--- src/rtl/bist_scan_top.sv ---
`timescale 1ns/1ps
// bist_scan_top: scan-based BIST around a small 8-bit sequential CUT.
// LFSR patterns are scanned in and captured, and the responses are compacted into a MISR signature.
module bist_scan_top #(
  parameter int unsigned SCAN_LEN   = 8,
  parameter int unsigned N_PATTERNS = 1000,
  parameter logic [15:0] LFSR_SEED  = 16'hACE1,
  parameter logic [15:0] GOLDEN_SIG = 16'h0000
) (
  input  logic       clock,
  input  logic       reset,
  input  logic       bist_start,
  input  logic [3:0] pi,
  output logic       bist_end,
  output logic       pass_nfail,
  output logic [3:0] po
);

  localparam int SHIFT_W = $clog2(SCAN_LEN + 1);
  localparam int PAT_W   = $clog2(N_PATTERNS + 1);

  typedef enum logic [2:0] {
    IDLE,
    INIT,
    SHIFT,
    CAPTURE,
    UNLOAD,
    COMPARE,
    DONE
  } state_t;

  state_t state;
  state_t next_state;

  logic [7:0]         cut_state;
  logic [15:0]        lfsr;
  logic [15:0]        misr;
  logic [15:0]        misr_in;
  logic               misr_en;
  logic [SHIFT_W-1:0] shift_cnt;
  logic [PAT_W-1:0]   pat_cnt;
  logic               start_q;
  logic               start_edge;
  logic               scan_in;
  logic               scan_out;
  logic [3:0]         cut_cin;
  logic               shift_last;
  logic               pat_last;

  // start_q resets high so a request level held across reset release is not an edge
  assign start_edge = bist_start & ~start_q;
  assign scan_out   = cut_state[7];
  assign scan_in    = (state == SHIFT) ? lfsr[15] : 1'b0;
  assign cut_cin    = (state == CAPTURE) ? lfsr[3:0] : pi;
  assign po         = cut_state[7:4] ^ cut_state[3:0];
  assign shift_last = (shift_cnt == SHIFT_W'(SCAN_LEN - 1));
  assign pat_last   = (pat_cnt == PAT_W'(N_PATTERNS - 1));

  always_ff @(posedge clock or negedge reset) begin
    if (!reset) begin
      state   <= IDLE;
      start_q <= 1'b1;
    end else begin
      state   <= next_state;
      start_q <= bist_start;
    end
  end

  always_comb begin
    next_state = state;
    case (state)
      IDLE, DONE: if (start_edge) next_state = INIT;
      INIT:       next_state = SHIFT;
      SHIFT:      if (shift_last) next_state = CAPTURE;
      CAPTURE:    next_state = pat_last ? UNLOAD : SHIFT;
      UNLOAD:     if (shift_last) next_state = COMPARE;
      COMPARE:    next_state = DONE;
      default:    next_state = IDLE;
    endcase
  end

  always_comb begin
    misr_in = 16'h0000;
    misr_en = 1'b0;
    case (state)
      SHIFT, UNLOAD: begin
        misr_in = {15'd0, scan_out};
        misr_en = 1'b1;
      end
      CAPTURE: begin
        misr_in = {12'd0, po};
        misr_en = 1'b1;
      end
      default: begin
        misr_in = 16'h0000;
        misr_en = 1'b0;
      end
    endcase
  end

  // CUT runs functionally from pi in idle/done and from the LFSR on capture
  always_ff @(posedge clock or negedge reset) begin
    if (!reset) begin
      cut_state <= 8'h00;
    end else begin
      case (state)
        INIT:          cut_state <= 8'h00;
        SHIFT, UNLOAD: cut_state <= {cut_state[6:0], scan_in};
        COMPARE:       cut_state <= cut_state;
        default:       cut_state <= {cut_state[7:4] ^ cut_state[3:0],
                                     cut_state[3:0] + cut_cin};
      endcase
    end
  end

  always_ff @(posedge clock or negedge reset) begin
    if (!reset) begin
      lfsr <= LFSR_SEED;
    end else if (state == INIT) begin
      lfsr <= LFSR_SEED;
    end else if (state == SHIFT) begin
      lfsr <= {lfsr[14:0], lfsr[15] ^ lfsr[13] ^ lfsr[12] ^ lfsr[10]};
    end
  end

  always_ff @(posedge clock or negedge reset) begin
    if (!reset) begin
      misr <= 16'h0000;
    end else if (state == INIT) begin
      misr <= 16'h0000;
    end else if (misr_en) begin
      misr <= {misr[14:0], misr[15] ^ misr[13] ^ misr[12] ^ misr[10]} ^ misr_in;
    end
  end

  // shift_cnt wraps at the end of every SHIFT/UNLOAD burst so UNLOAD starts from zero
  always_ff @(posedge clock or negedge reset) begin
    if (!reset) begin
      shift_cnt <= '0;
      pat_cnt   <= '0;
    end else begin
      case (state)
        INIT: begin
          shift_cnt <= '0;
          pat_cnt   <= '0;
        end
        SHIFT, UNLOAD: shift_cnt <= shift_last ? '0 : shift_cnt + 1'b1;
        CAPTURE:       pat_cnt   <= pat_cnt + 1'b1;
        default: begin
          shift_cnt <= shift_cnt;
          pat_cnt   <= pat_cnt;
        end
      endcase
    end
  end

  always_ff @(posedge clock or negedge reset) begin
    if (!reset) begin
      bist_end   <= 1'b0;
      pass_nfail <= 1'b0;
    end else if (state == INIT) begin
      bist_end   <= 1'b0;
      pass_nfail <= 1'b0;
    end else if (state == COMPARE) begin
      bist_end   <= 1'b1;
      pass_nfail <= (misr == GOLDEN_SIG);
    end
  end

endmodule

--- config.mk ---
export PLATFORM = sky130hd
export DESIGN_NAME = bist_scan_top
export DESIGN_NICKNAME = d
export VERILOG_FILES = /design/src/rtl/bist_scan_top.sv
export SDC_FILE = /design/constraint.sdc
export NUM_CORES = 1
export LEC_CHECK = 0
export BUFFER_PORTS_ARGS = -buffer_cell sky130_fd_sc_hd__buf_2
export CAP_MARGIN = 30
export CORE_MARGIN = 8
export CORE_UTILIZATION = 61
export DETAILED_ROUTE_END_ITERATION = 10
export MAX_ROUTING_LAYER = met4
export PLACE_DENSITY = 0.77
export SLEW_MARGIN = 10
export SYNTH_ARGS = -nofsm -noshare
export SYNTH_HDL_FRONTEND = slang
export SYNTH_SLANG_ARGS = --single-unit
--- constraint.sdc ---
create_clock -name clock -period 3.27 [get_ports clock]
set_clock_uncertainty 0.1 [all_clocks]
set_input_delay 0.981 -clock clock [delete_from_list [all_inputs] [get_ports clock]]
set_output_delay 0.981 -clock clock [all_outputs]
set_load 0.05 [all_outputs]
# == Yosys cells after proc, flatten, opt, wreduce, memory -nomap -nowiden ==
# Index checks and enable logic that the tools add are counted.
# classes
n_addsub,3
muxes,21
bitwise_logic,10
eq_ne,11
reduce_logical,11
# ops
cell,count
16-bit two-way mux,4
8-bit case mux with 3 select lines,1
10-bit case mux with 2 select lines,1
3-bit case mux with 6 select lines,1
16-bit zero test,1
4-bit case mux with 2 select lines,2
16-bit XOR,1
3-bit two-way mux,4
10-bit by 1-bit adder with 10-bit output (second input constant),1
10-bit == test (second input constant),1
2-bit nonzero test,5
3-bit == test (second input constant),3
4-bit two-way mux,2
3-bit by 2-bit == test with 1-bit output (second input constant),2
1-bit two-way mux,6
2-bit inequality test (second input constant),3
1-bit XOR,6
4-bit by 1-bit adder with 4-bit output (second input constant),1
4-bit adder,1
4-bit by 3-bit == test with 1-bit output (second input constant),1
2-bit OR reduction,2
4-bit XOR,1
3-bit by 1-bit == test with 1-bit output (second input constant),1
3-bit zero test,1
4 further kinds,4
# word_totals
inputBits,7
wordCells,65
regBits,60
out_inout_bits,6

# == Logic depth before layout (Yosys ltp) ==
# logic_depth
ltp_word,6
depth_mapped,13
ltp_nobuf,11

# == Worst setup path after synthesis ==
# Ideal clock, no wire load.
# synth_timing
path_type,register -> register
from,reg state[1]
to,reg cut_state[3]
period_less_slack_ps,2554
setup_ps,126
path_stages_with_launch,13
path_buffers,2
path_slack_ps,716
t_arrival_ps,2328
required_ps,3044
cell_sequence,dfrtp_1 > buf_4 > buf_2 > nor2b_1 > and2_1 > nand2_1 > nand2_1 > ha_1 > a21o_1 > a21oi_1 > xnor3_1 > mux2i_1 > a221o_1
# synth_between
elab_chain_len,4
word_cells_on_any_way,9
cone_classes,1 x add/sub; 5 x eq/ne; 2 x mux; 1 x reduce/logical
# synth_rtl
element,line,rtl
from (decl),32,state_t state;
from (signal assigned),64,state <= next_state;
3-bit by 2-bit == test with 1-bit output,54,assign cut_cin = (state == CAPTURE) ? lfsr[3:0] : pi;
4-bit two-way mux,54,
4-bit adder,111,cut_state[3:0] + cut_cin};
8-bit case mux with 3 select lines,106,case (state)
to (signal assigned),108,"SHIFT, UNLOAD: cut_state <= {cut_state[6:0], scan_in};"
to (signal assigned),109,COMPARE: cut_state <= cut_state;
to (signal assigned),110,"default: cut_state <= {cut_state[7:4] ^ cut_state[3:0],"
to (decl),35,logic [7:0] cut_state;
# Several ways; a longest one is shown, not always the timed one.
# A chain may end at the register's enable or synchronous reset.

# == Final worst setup path ==
# layout_timing
from,reg cut_state[1]
to,out po[1]
# layout_between
elab_chain_len,1
# layout_rtl
element,line,rtl
4-bit XOR,55,assign po = cut_state[7:4] ^ cut_state[3:0];
to (decl),16,output logic [3:0] po
# No other way between the ends.

==> results by group <==
Timing
  • Final min period: 2629 ps
  • Final setup vio count: 0
  • RSZ-0062 raised after global routing: no
  • Total Neg Setup Slack: 0 ps
  • Least-Margin Pin Slew: 759.7 ps
  • Worst slew margin: 49.35%
  • Final number of max-transition violations: 0
  • Endpoints failing hold: 0
  • F_max: 380.3 MHz
  • Period utilization: 80.40%

Clock network
  • Longest Clk Path Bufs: 2
  • CTS Hold Bufs: 0
  • H-tree depth: 3
  • CTS resizes: 0
  • Clock buffer count from CTS: 9
  • # clock sinks: 60
  • Root Driver: clkbuf_8
  • Post-CTS setup buffers: 0
  • TritonCTS clock tree: done
  • Worst-Skew Late Latency: 340 ps
  • Reg clk slew, reported paths: 70 ps

Place
  • GPL Wtd Cong: 0.8269
  • DPL Wire Length: 4596 µm
  • Port Buffer Count: 12

Pwr
  • Sequential fraction of design power: 41.1%
  • Worst VDD drop: 0.0004466 V
  • Cell Pwr Density: 793.5 nW/µm²
  • Comb power frac: 37.8%
  • Tot Pwr: 0.002750 W
  • Lkg Pwr: 1.565 nW
  • P_int: 0.001626 W
  • Switching pwr: 0.001124 W
  • Sw Ratio: 40.87%
  • Clock Power Share: 21.1%

Final layout
  • ANT cells: 0
  • Share of layout cells above drive strength 1: 12.95%
  • Area grow syn2layout: 9.270%
  • Nets@finish: 371

Floorplan
  • Core area: 5075 µm²
  • I/O pin total: 13
  • Die height: 88.11 µm
  • Row count: 26
  • Starting density of the core: 62.50%
  • Die W: 88.11 µm
  • Die area: 7763 µm²

Global routing
  • Vias in the first global route: 2436
  • Initial antenna violation count: 0
  • Total Routing Usage GR: 20.95%
  • First-pass GRT wire length: 12290 µm
  • GR Overflow Total: 0
  • Largest net degree at the start of global routing: 44

Setup path
  • RR Startpoint: state[2]$_DFFE_PN0P_
  • Setup CP Type: reg -> out
  • Nature of the critical path endpoint: primary output
  • Reg2Reg Setup Slack: 660 ps
  • CP Launch Type: flop
  • Critical Path Start: cut_state[1]$_DFFE_PN0N_
  • CP max FO: 5
  • WP data arrival: 1550 ps
  • CP Data Required Time: 2190 ps

Route
  • Post-route ant nets: 0
  • Vias per cell: 5.926
  • Via count: 2566
  • WL/cell: 16.27 µm
  • DRC: 0
  • TritonRoute pass-1 iters: 7
  • Violation count after the first detailed-route iteration: 262
  • Post-Route WL: 7043 µm

Synth
  • Ys Warns: 0
  • Synth area leader: dfrtp_1
  • EDFF count, synth: 0
  • Most area-consuming cells after synthesis: dfrtp_1, nand2_1, dfstp_2
  • Sequential area share after synthesis: 47.69%
  • Cells after Synth: 347
  • Top FF cell, synth: dfrtp_1
  • Most frequent cell after synthesis: nand2_1
  • #FFs+latches synth: 60
  • Post-synth ARST share: 100.0%
  • Post-Syn Nets: 360
  • Avg Cell Area, Syn: 9.141 µm²
  • Post-synthesis cell type count: 49
  • Post-synthesis cell area: 3172 µm²
  • Synth top area share: 40.24%
  • Most frequent cells after synthesis: nand2_1, dfrtp_1, o21ai_0, nor2_1, nand3_1

Job
  • Max Cap Viol: 0

Min path
  • Min-delay src: pass_nfail$_DFFE_PN0P_
  • Min-Delay Path Class: reg -> reg

Outcome
  • Outcome: completed
-- critical path, stage by stage (launching register included) --
cell and delay [ps]:
dfrtp_1 500, xor2_1 370, buf_2 340
-- power groups by stage --
stage                     logic (W)  clock network [W]  registers, W
after CTS                   0.00104           0.000595       0.00113
after global routing        0.00115           0.000632       0.00115
after floorplan            0.000829                  0       0.00108
after detailed placement    0.00103                  0       0.00113
final                       0.00104           0.000581       0.00113
after global placement     0.000998                  0       0.00113
-- cells in the final DEF, fill, tap and decap left out, types with 6 or more instances in the layout --
cell,n
clkbuf_8,10
nand3_1,15
dfstp_2,9
a22o_1,13
buf_2,12
a22oi_1,13
a21oi_1,8
mux2i_1,6
nor2_1,16
o21ai_0,43
nand2_1,79
xor2_1,6
dfrtp_1,51
xnor2_1,7
-- through the flow --
| stage | setup WS, ps | hold WS [ps] | std cells | utilization [%] | area (µm²) |
|---|---|---|---|---|---|
| 2_1_floorplan | 716.0 | 350.2 | 347 | - | 3172 |
| 3_5_place_dp | 643.0 | 370.2 | 417 | 64.97 | 3297 |
| 6_report | 640.8 | 384.1 | 433 | 68.29 | 3466 |
| 3_3_place_gp | 684.2 | 353.9 | 417 | 64.97 | 3297 |
| 4_1_cts | 641.5 | 382.4 | 433 | 68.29 | 3466 |
| 5_1_grt | 487.7 | 400.1 | 433 | 68.29 | 3466 |
-- flip-flops by register name, indices dropped and copies added, names as in the netlist, 3 cells and up --
register / cells
state: 3
shift_cnt: 4
lfsr: 16
pat_cnt: 10
cut_state: 8
misr: 16
-- layout make-up --
class / count / area [µm²]
fillers: 411 / 1609
multi-input cells: 265 / 1564
flip-flops and latches: 60 / 1513
clock buffers: 11 / 141.4
repair buffers: 18 / 117.6
well taps: 70 / 87.58
clock inverters: 5 / 27.53
inverters: 4 / 15.01
-- cells by family after synthesis --
group,share of synthesized area [%]
XOR/XNOR,4.300
buffers and inverters,2.998
flip-flops,47.69
multiplexers,2.604
AO/OA/AOI/OAI,20.75
AND/OR/NAND/NOR,19.05
adder cells (fa/ha/maj),2.604
-- path summary, 6_finish.rpt --
kind                       cells past startpoint                       end
setup / recovery                               2                     po[1]
hold / removal                                 2    pass_nfail$_DFFE_PN0P_
setup reg to reg                              10  cut_state[3]$_DFFE_PN0N_
hold reg to reg                                2    pass_nfail$_DFFE_PN0P_
max in group asynchronous                      2      lfsr[10]$_DFFE_PN1P_
min in group asynchronous                      1  cut_state[5]$_DFFE_PN0N_
-- metal layers --
layer | part of all wire, % | wire [µm] | track usage (%) | vias up
li1 | - | - | - | 1258
met1 | 47 | 3331 | 27.86 | 1233
met2 | 46 | 3255 | 30.37 | 64
met3 | 4.8 | 339 | 5.159 | 11
met4 | 1.6 | 116 | 7.066 | 0
met5 | 0 | 0 | - | -
(Power assumes the default switching activity.)
